**src/rtl/nco_bank_if.sv**
```systemverilog
// nco_bank_if: register-write, sine ROM and mix output bundle of the NCO bank
interface nco_bank_if #(
  parameter int VOICES = 8,
  parameter int PHASE_W = 24,
  parameter int LUT_AW = 12,
  parameter int DATA_W = 16
);
  localparam int VW = $clog2(VOICES);
  logic sample_tick;
  logic wr_en;
  logic [VW-1:0] wr_voice;
  logic [1:0] wr_sel;
  logic [PHASE_W-1:0] wr_data;
  logic [LUT_AW-1:0] rom_addr;
  logic signed [DATA_W-1:0] rom_data;
  logic signed [DATA_W+VW-1:0] mix_out;
  logic mix_valid;
  logic busy;
  logic overrun;
  modport master (
    output sample_tick, wr_en, wr_voice, wr_sel, wr_data, rom_data,
    input rom_addr, mix_out, mix_valid, busy, overrun
  );
  modport slave (
    input sample_tick, wr_en, wr_voice, wr_sel, wr_data, rom_data,
    output rom_addr, mix_out, mix_valid, busy, overrun
  );
endinterface

```
**src/rtl/nco_bank.sv**
```systemverilog
// nco_bank: time-multiplexed bank of NCOs sharing one sine ROM and one multiplier, summed per sample_tick
module nco_bank #(
  parameter int VOICES = 8,
  parameter int PHASE_W = 24,
  parameter int LUT_AW = 12,
  parameter int DATA_W = 16,
  parameter int AMP_W = 16
) (
  input logic Clk,
  input logic Reset_n,
  nco_bank_if.slave bus
);
  localparam int VW = $clog2(VOICES);
  localparam int MW = DATA_W + VW;
  localparam int PW = DATA_W + AMP_W + 1;
  typedef enum logic [1:0] {IDLE, RUN, DRAIN} state_t;
  state_t r_st, w_nst;
  logic [PHASE_W-1:0] r_freq [VOICES];
  logic [PHASE_W-1:0] r_phase [VOICES];
  logic [AMP_W-1:0] r_amp [VOICES];
  logic [1:0] r_wave [VOICES];
  logic [VW-1:0] r_v;
  logic r_vld1, r_vld2, r_vld3, r_last1, r_last2, r_last3;
  logic [DATA_W:0] r_p1;
  logic [1:0] r_wv1;
  logic [AMP_W-1:0] r_amp1, r_amp2;
  logic signed [DATA_W-1:0] r_w2, r_sc3, w_wave, w_sc;
  logic [DATA_W-1:0] w_tri;
  logic signed [PW-1:0] w_prod;
  logic signed [MW-1:0] r_acc, r_mix;
  logic r_mix_vld, r_ovr, w_run, w_start;
  assign w_run = r_st == RUN;
  assign w_start = r_st == IDLE && bus.sample_tick;
  assign bus.busy = r_st != IDLE;
  assign bus.rom_addr = w_run ? r_phase[r_v][PHASE_W-1 -: LUT_AW] : '0;
  assign bus.mix_out = r_mix;
  assign bus.mix_valid = r_mix_vld;
  assign bus.overrun = r_ovr;
  always_comb begin
    w_nst = w_start ? RUN :
            w_run && r_v == VW'(VOICES-1) ? DRAIN :
            r_st == DRAIN && r_vld3 && r_last3 ? IDLE : r_st;
  end
  // r_p1 holds the phase MSB plus the DATA_W bits below it, enough for every waveform
  assign w_tri = r_p1[DATA_W] ? ~r_p1[DATA_W-1:0] : r_p1[DATA_W-1:0];
  assign w_wave = r_wv1 == 2'd0 ? bus.rom_data :
                  r_wv1 == 2'd1 ? {~r_p1[DATA_W], r_p1[DATA_W-1:1]} :
                  r_wv1 == 2'd2 ? (r_p1[DATA_W] ? {1'b1, {(DATA_W-2){1'b0}}, 1'b1} : {1'b0, {(DATA_W-1){1'b1}}}) :
                  {~w_tri[DATA_W-1], w_tri[DATA_W-2:0]};
  assign w_prod = PW'(r_w2) * $signed({{(PW-AMP_W){1'b0}}, r_amp2});
  assign w_sc = DATA_W'(w_prod >>> AMP_W);
  always_ff @(posedge Clk or negedge Reset_n) begin
    if (!Reset_n) begin
      for (int i = 0; i < VOICES; i++) begin
        r_freq[i] <= '0;
        r_phase[i] <= '0;
        r_amp[i] <= '0;
        r_wave[i] <= '0;
      end
    end else begin
      if (w_run) r_phase[r_v] <= r_phase[r_v] + r_freq[r_v];
      if (bus.wr_en && bus.wr_sel == 2'd0) r_freq[bus.wr_voice] <= bus.wr_data;
      if (bus.wr_en && bus.wr_sel == 2'd1) r_amp[bus.wr_voice] <= bus.wr_data[AMP_W-1:0];
      if (bus.wr_en && bus.wr_sel == 2'd2) r_wave[bus.wr_voice] <= bus.wr_data[1:0];
      if (bus.wr_en && bus.wr_sel == 2'd3) r_phase[bus.wr_voice] <= bus.wr_data;
    end
  end
  always_ff @(posedge Clk or negedge Reset_n) begin
    if (!Reset_n) begin
      r_st <= IDLE;
      r_v <= '0;
      {r_vld1, r_vld2, r_vld3, r_last1, r_last2, r_last3} <= '0;
      r_p1 <= '0;
      r_wv1 <= '0;
      r_amp1 <= '0;
      r_amp2 <= '0;
      r_w2 <= '0;
      r_sc3 <= '0;
      r_acc <= '0;
      r_mix <= '0;
      r_mix_vld <= 1'b0;
      r_ovr <= 1'b0;
    end else begin
      r_st <= w_nst;
      r_v <= w_run ? r_v + 1'b1 : '0;
      r_vld1 <= w_run;
      r_last1 <= w_run && r_v == VW'(VOICES-1);
      r_p1 <= r_phase[r_v][PHASE_W-1 -: DATA_W+1];
      r_wv1 <= r_wave[r_v];
      r_amp1 <= r_amp[r_v];
      r_vld2 <= r_vld1;
      r_last2 <= r_last1;
      r_w2 <= w_wave;
      r_amp2 <= r_amp1;
      r_vld3 <= r_vld2;
      r_last3 <= r_last2;
      r_sc3 <= w_sc;
      r_mix_vld <= r_vld3 && r_last3;
      if (w_start) r_acc <= '0;
      else if (r_vld3) r_acc <= r_acc + MW'(r_sc3);
      // the last voice folds straight into the output so mix_valid lands with the final sum
      if (r_vld3 && r_last3) r_mix <= r_acc + MW'(r_sc3);
      if (bus.sample_tick && bus.busy) r_ovr <= 1'b1;
    end
  end
endmodule
```
**src/flat_wrapper.sv**
```systemverilog
// flat-port wrapper written by rule: the top's interface ports become plain ports
module nco_bank_flat 
#(
  parameter int VOICES = 8,
  parameter int PHASE_W = 24,
  parameter int LUT_AW = 12,
  parameter int DATA_W = 16,
  parameter int AMP_W = 16
)
  (Clk, Reset_n, bus_sample_tick, bus_wr_en, bus_wr_voice, bus_wr_sel, bus_wr_data, bus_rom_data, bus_rom_addr, bus_mix_out, bus_mix_valid, bus_busy, bus_overrun);
  nco_bank_if #(.VOICES(VOICES), .PHASE_W(PHASE_W), .LUT_AW(LUT_AW), .DATA_W(DATA_W)) bus_i ();
  input logic Clk;
  input logic Reset_n;
  input wire logic [$bits(bus_i.sample_tick)-1:0] bus_sample_tick;
  input wire logic [$bits(bus_i.wr_en)-1:0] bus_wr_en;
  input wire logic [$bits(bus_i.wr_voice)-1:0] bus_wr_voice;
  input wire logic [$bits(bus_i.wr_sel)-1:0] bus_wr_sel;
  input wire logic [$bits(bus_i.wr_data)-1:0] bus_wr_data;
  input wire logic [$bits(bus_i.rom_data)-1:0] bus_rom_data;
  output wire logic [$bits(bus_i.rom_addr)-1:0] bus_rom_addr;
  output wire logic [$bits(bus_i.mix_out)-1:0] bus_mix_out;
  output wire logic [$bits(bus_i.mix_valid)-1:0] bus_mix_valid;
  output wire logic [$bits(bus_i.busy)-1:0] bus_busy;
  output wire logic [$bits(bus_i.overrun)-1:0] bus_overrun;
  assign bus_i.sample_tick = bus_sample_tick;
  assign bus_i.wr_en = bus_wr_en;
  assign bus_i.wr_voice = bus_wr_voice;
  assign bus_i.wr_sel = bus_wr_sel;
  assign bus_i.wr_data = bus_wr_data;
  assign bus_i.rom_data = bus_rom_data;
  assign bus_rom_addr = bus_i.rom_addr;
  assign bus_mix_out = bus_i.mix_out;
  assign bus_mix_valid = bus_i.mix_valid;
  assign bus_busy = bus_i.busy;
  assign bus_overrun = bus_i.overrun;
  nco_bank #(.VOICES(VOICES), .PHASE_W(PHASE_W), .LUT_AW(LUT_AW), .DATA_W(DATA_W), .AMP_W(AMP_W)) u_core (.Clk(Clk), .Reset_n(Reset_n), .bus(bus_i));
endmodule
```
**config.mk**
```make
export PLATFORM = sky130hd
export DESIGN_NAME = nco_bank_flat
export DESIGN_NICKNAME = d
export VERILOG_FILES = /design/src/rtl/nco_bank_if.sv /design/src/rtl/nco_bank.sv /design/src/flat_wrapper.sv
export SDC_FILE = /design/constraint.sdc
export NUM_CORES = 2
export LEC_CHECK = 0
export ABC_AREA = 1
export CAP_MARGIN = 10
export CORE_ASPECT_RATIO = 1.4
export CORE_MARGIN = 2
export CORE_UTILIZATION = 45
export CTS_CLUSTER_DIAMETER = 30
export DETAILED_ROUTE_END_ITERATION = 7
export PLACE_DENSITY = 0.6
export SLEW_MARGIN = 0
export SYNTH_ARGS = -nofsm -noshare
export SYNTH_HDL_FRONTEND = slang
export SYNTH_SLANG_ARGS = --single-unit
```
**constraint.sdc**
```tcl
create_clock -name Clk -period 6.6 [get_ports Clk]
set_clock_uncertainty 0.1 [all_clocks]
set_input_delay 0.66 -clock Clk [delete_from_list [all_inputs] [get_ports Clk]]
set_output_delay 0.66 -clock Clk [all_outputs]
set_load 0.02 [all_outputs]
```
==> impl_metrics.ini <==
[setup_path]
endpoint_kind = register
path_class = register to register
crit_required_ns = 7.07
worstPathArrival_ns = 6.48
cp_max_fo = 16
r2r_slack_ns = 0.59
r2r_start = u_core.r_amp2[7]$_DFF_PN0_
start_kind = register
reg2reg_depth = 22
worst_r2r_endpoint = u_core.r_sc3[3]$_DFF_PN0_

[floorplanning]
die-area_um2 = 93000
core_um2 = 89800
ios = 83
num_rows = 130
die_w_um = 258
dieHeight_um = 360
initial_core_util = 0.454

[finish]
fill_cells = 8620
final_core_util = 0.520
multi_input_area_um2 = 20600
final_cell_mix = 1157 x nand2_1, 661 x dfrtp_1, 649 x o21ai_0
nNetsFinal = 5444
drive_above_1_share = 0.0606
final_common_cell = nand2_1
synthToLayoutAreaGrowth_pct = 14.6
regArea_um2 = 16600

[sta]
holdWs_ns = 0.242
finalSetupViolations = 0
slew_violations = 0
rsz0062_at_grt = false
slew_headroom = 0.157
fin_tns_setup_ns = 0
tightest_slew_ns = 1.26
period_share = 0.911
fmax_mhz = 166
period_needed_ns = 6.01
layout_setup_ws_ns = 0.587
finalHoldViolations = 0

[detailed_routing]
drt_iter0_drc = 3407
wl_per_cell_um = 21.4
routed_via_density = 5.60
first_pass_iters = 6
drc = 0
vias = 35500
drt-total-wl_mm = 135
antenna_left = 0

[global_routing]
grt_pass1_vias = 36000
grt_max_degree = 173
met1_usage = 0.378
grtUsageMet2 = 0.501
busiest_layer = met2
gr-total-overflow = 0
grt_antenna_before_repair = 3
grt_pass1_wl_mm = 212
grt_use_met3 = 0.0379
gr-usage-all-layers = 0.296

[min_path]
hold_class = register to register
worstHoldStart = u_core.r_amp1[7]$_DFF_PN0_
hold_path_depth = 0
hold_end = u_core.r_amp2[7]$_DFF_PN0_

[job]
cap_violations = 0

[clock_network]
h-tree-depth = 3
clock_sinks = 662
cts.path.max_buffers = 3
cts.repair.resized = 0
clk_pin_slew_worst_paths_ns = 0.06
postCtsSetupRepairBufs = 0
cts_tree = done
cts_buffers = 115
clock_latency_ns = 0.72
clockRootBuffer = clkbuf_16

[place]
numPortBuffers = 82
dp_hpwl_mm = 89.3
dp_slack_ns = 0.624
gp_congestion = 0.979

[logic_synthesis]
syn-num-nets = 5519
synth_cell_types = 43
synthArstFlopShare = 1.00
syn_area_um2 = 40800
synth_seq_cells = 662
synth.avg_cell_area_um2 = 7.96
synth-edff-count = 0
syn_inst = 5118
yosysSeqAreaShare = 0.406
yosys_most_used_dff = dfrtp_1
yosysWarnings = 0

[status]
status = completed
cells in the mapped netlist (5+ instances only):
cell type	count	area share
a211o_1	5	0.0011
a21o_1	9	0.0017
a21oi_1	381	0.047
a22oi_1	56	0.010
and2_1	11	0.0017
buf_1	16	0.0015
buf_2	53	0.0065
buf_4	7	0.0013
clkbuf_1	242	0.022
dfrtp_1	662	0.41
fa_1	195	0.096
ha_1	157	0.048
inv_1	598	0.055
inv_2	23	0.0021
nand2_1	1158	0.11
nand3_1	198	0.024
nand3b_1	15	0.0028
nand4_1	15	0.0023
nor2_1	382	0.035
nor2_2	6	0.00092
nor3_1	28	0.0034
o211ai_1	40	0.0074
o21ai_0	649	0.080
o21ai_1	39	0.0048
o21bai_1	6	0.0011
o221ai_1	29	0.0062
o22ai_1	66	0.010
or2_2	11	0.0017
xnor2_1	7	0.0015
xor2_1	31	0.0067
sequential cells by signal (all words and copies together) (netlist names), 17 cells and up:
| register | flops |
|---|---|
| u_core.bus.mix_out | 19 |
| u_core.r_acc | 19 |
| u_core.r_amp | 128 |
| u_core.r_p1 | 17 |
| u_core.r_phase | 192 |
| u_core.r_freq | 192 |
how the worst max path moves through the flow:
stage,start,to,slack [ns],cells after the start
3_3_place_gp,u_core.r_amp2[7]$_DFF_PN0_,u_core.r_sc3[3]$_DFF_PN0_,0.56,22
4_1_cts,u_core.r_amp2[7]$_DFF_PN0_,u_core.r_sc3[3]$_DFF_PN0_,0.61,22
2_1_floorplan,u_core.r_amp2[15]$_DFF_PN0_,u_core.r_sc3[10]$_DFF_PN0_,1.27,23
3_5_place_dp,u_core.r_amp2[7]$_DFF_PN0_,u_core.r_sc3[3]$_DFF_PN0_,0.62,22
6_report,u_core.r_amp2[7]$_DFF_PN0_,u_core.r_sc3[3]$_DFF_PN0_,0.59,22
5_1_grt,u_core.r_amp2[6]$_DFF_PN0_,u_core.r_sc3[3]$_DFF_PN0_,0.34,23
layer usage:
| layer | vias to the layer above | part of all wire |
|---|---|---|
| met2 | 1206 | 0.49 |
| met5 | - | 0 |
| li1 | 16400 | - |
| met3 | 304 | 0.057 |
| met1 | 17600 | 0.41 |
| met4 | 0 | 0.042 |
cell type report:
class	instances	area share
Antenna cell	2	0.000107
Clock buffer	132	0.0658
Clock inverter	87	0.0301
Inverter	623	0.0502
Multi-Input combinational cell	3515	0.441
Sequential cell	662	0.355
Tap cell	1188	0.0318
Timing Repair Buffer	126	0.0267
through the flow:
step | area (um^2) | std cells
after floorplan | 40800 | 5118
after global placement | 42200 | 6113
after detailed placement | 42200 | 6113
after CTS | 46700 | 6333
after global routing | 46700 | 6333
final | 46700 | 6335
cells by family after synthesis:
group                    synth area share
flip-flops                          0.406
XOR/XNOR                          0.00857
adder cells (fa/ha/maj)             0.144
buffers and inverters              0.0889
AND/OR/NAND/NOR                     0.181
AO/OA/AOI/OAI                       0.171
critical path: stages, from the launching register on:
cell,delay [ns]
dfrtp_1,0.74
nand2_1,0.17
fa_1,0.56
inv_1,0.05
fa_1,0.51
inv_1,0.07
fa_1,0.53
inv_1,0.05
fa_1,0.45
fa_1,0.49
inv_1,0.05
fa_1,0.47
inv_1,0.04
ha_1,0.35
nand2_1,0.14
nor2_1,0.12
inv_1,0.10
nor3_1,0.42
nand2_1,0.10
nand2_1,0.12
nand2_1,0.08
nand3_1,0.07
nand2_1,0.10
what timing repair did:
action,in CTS,in global routing
endpoints found under the hold margin,83,0
endpoints found under the setup margin,0,0
hold buffers,1,0
Power is left out: the tool's default activity adds up to more than one toggle a clock period on the data nets, which glitch-free logic cannot reach.
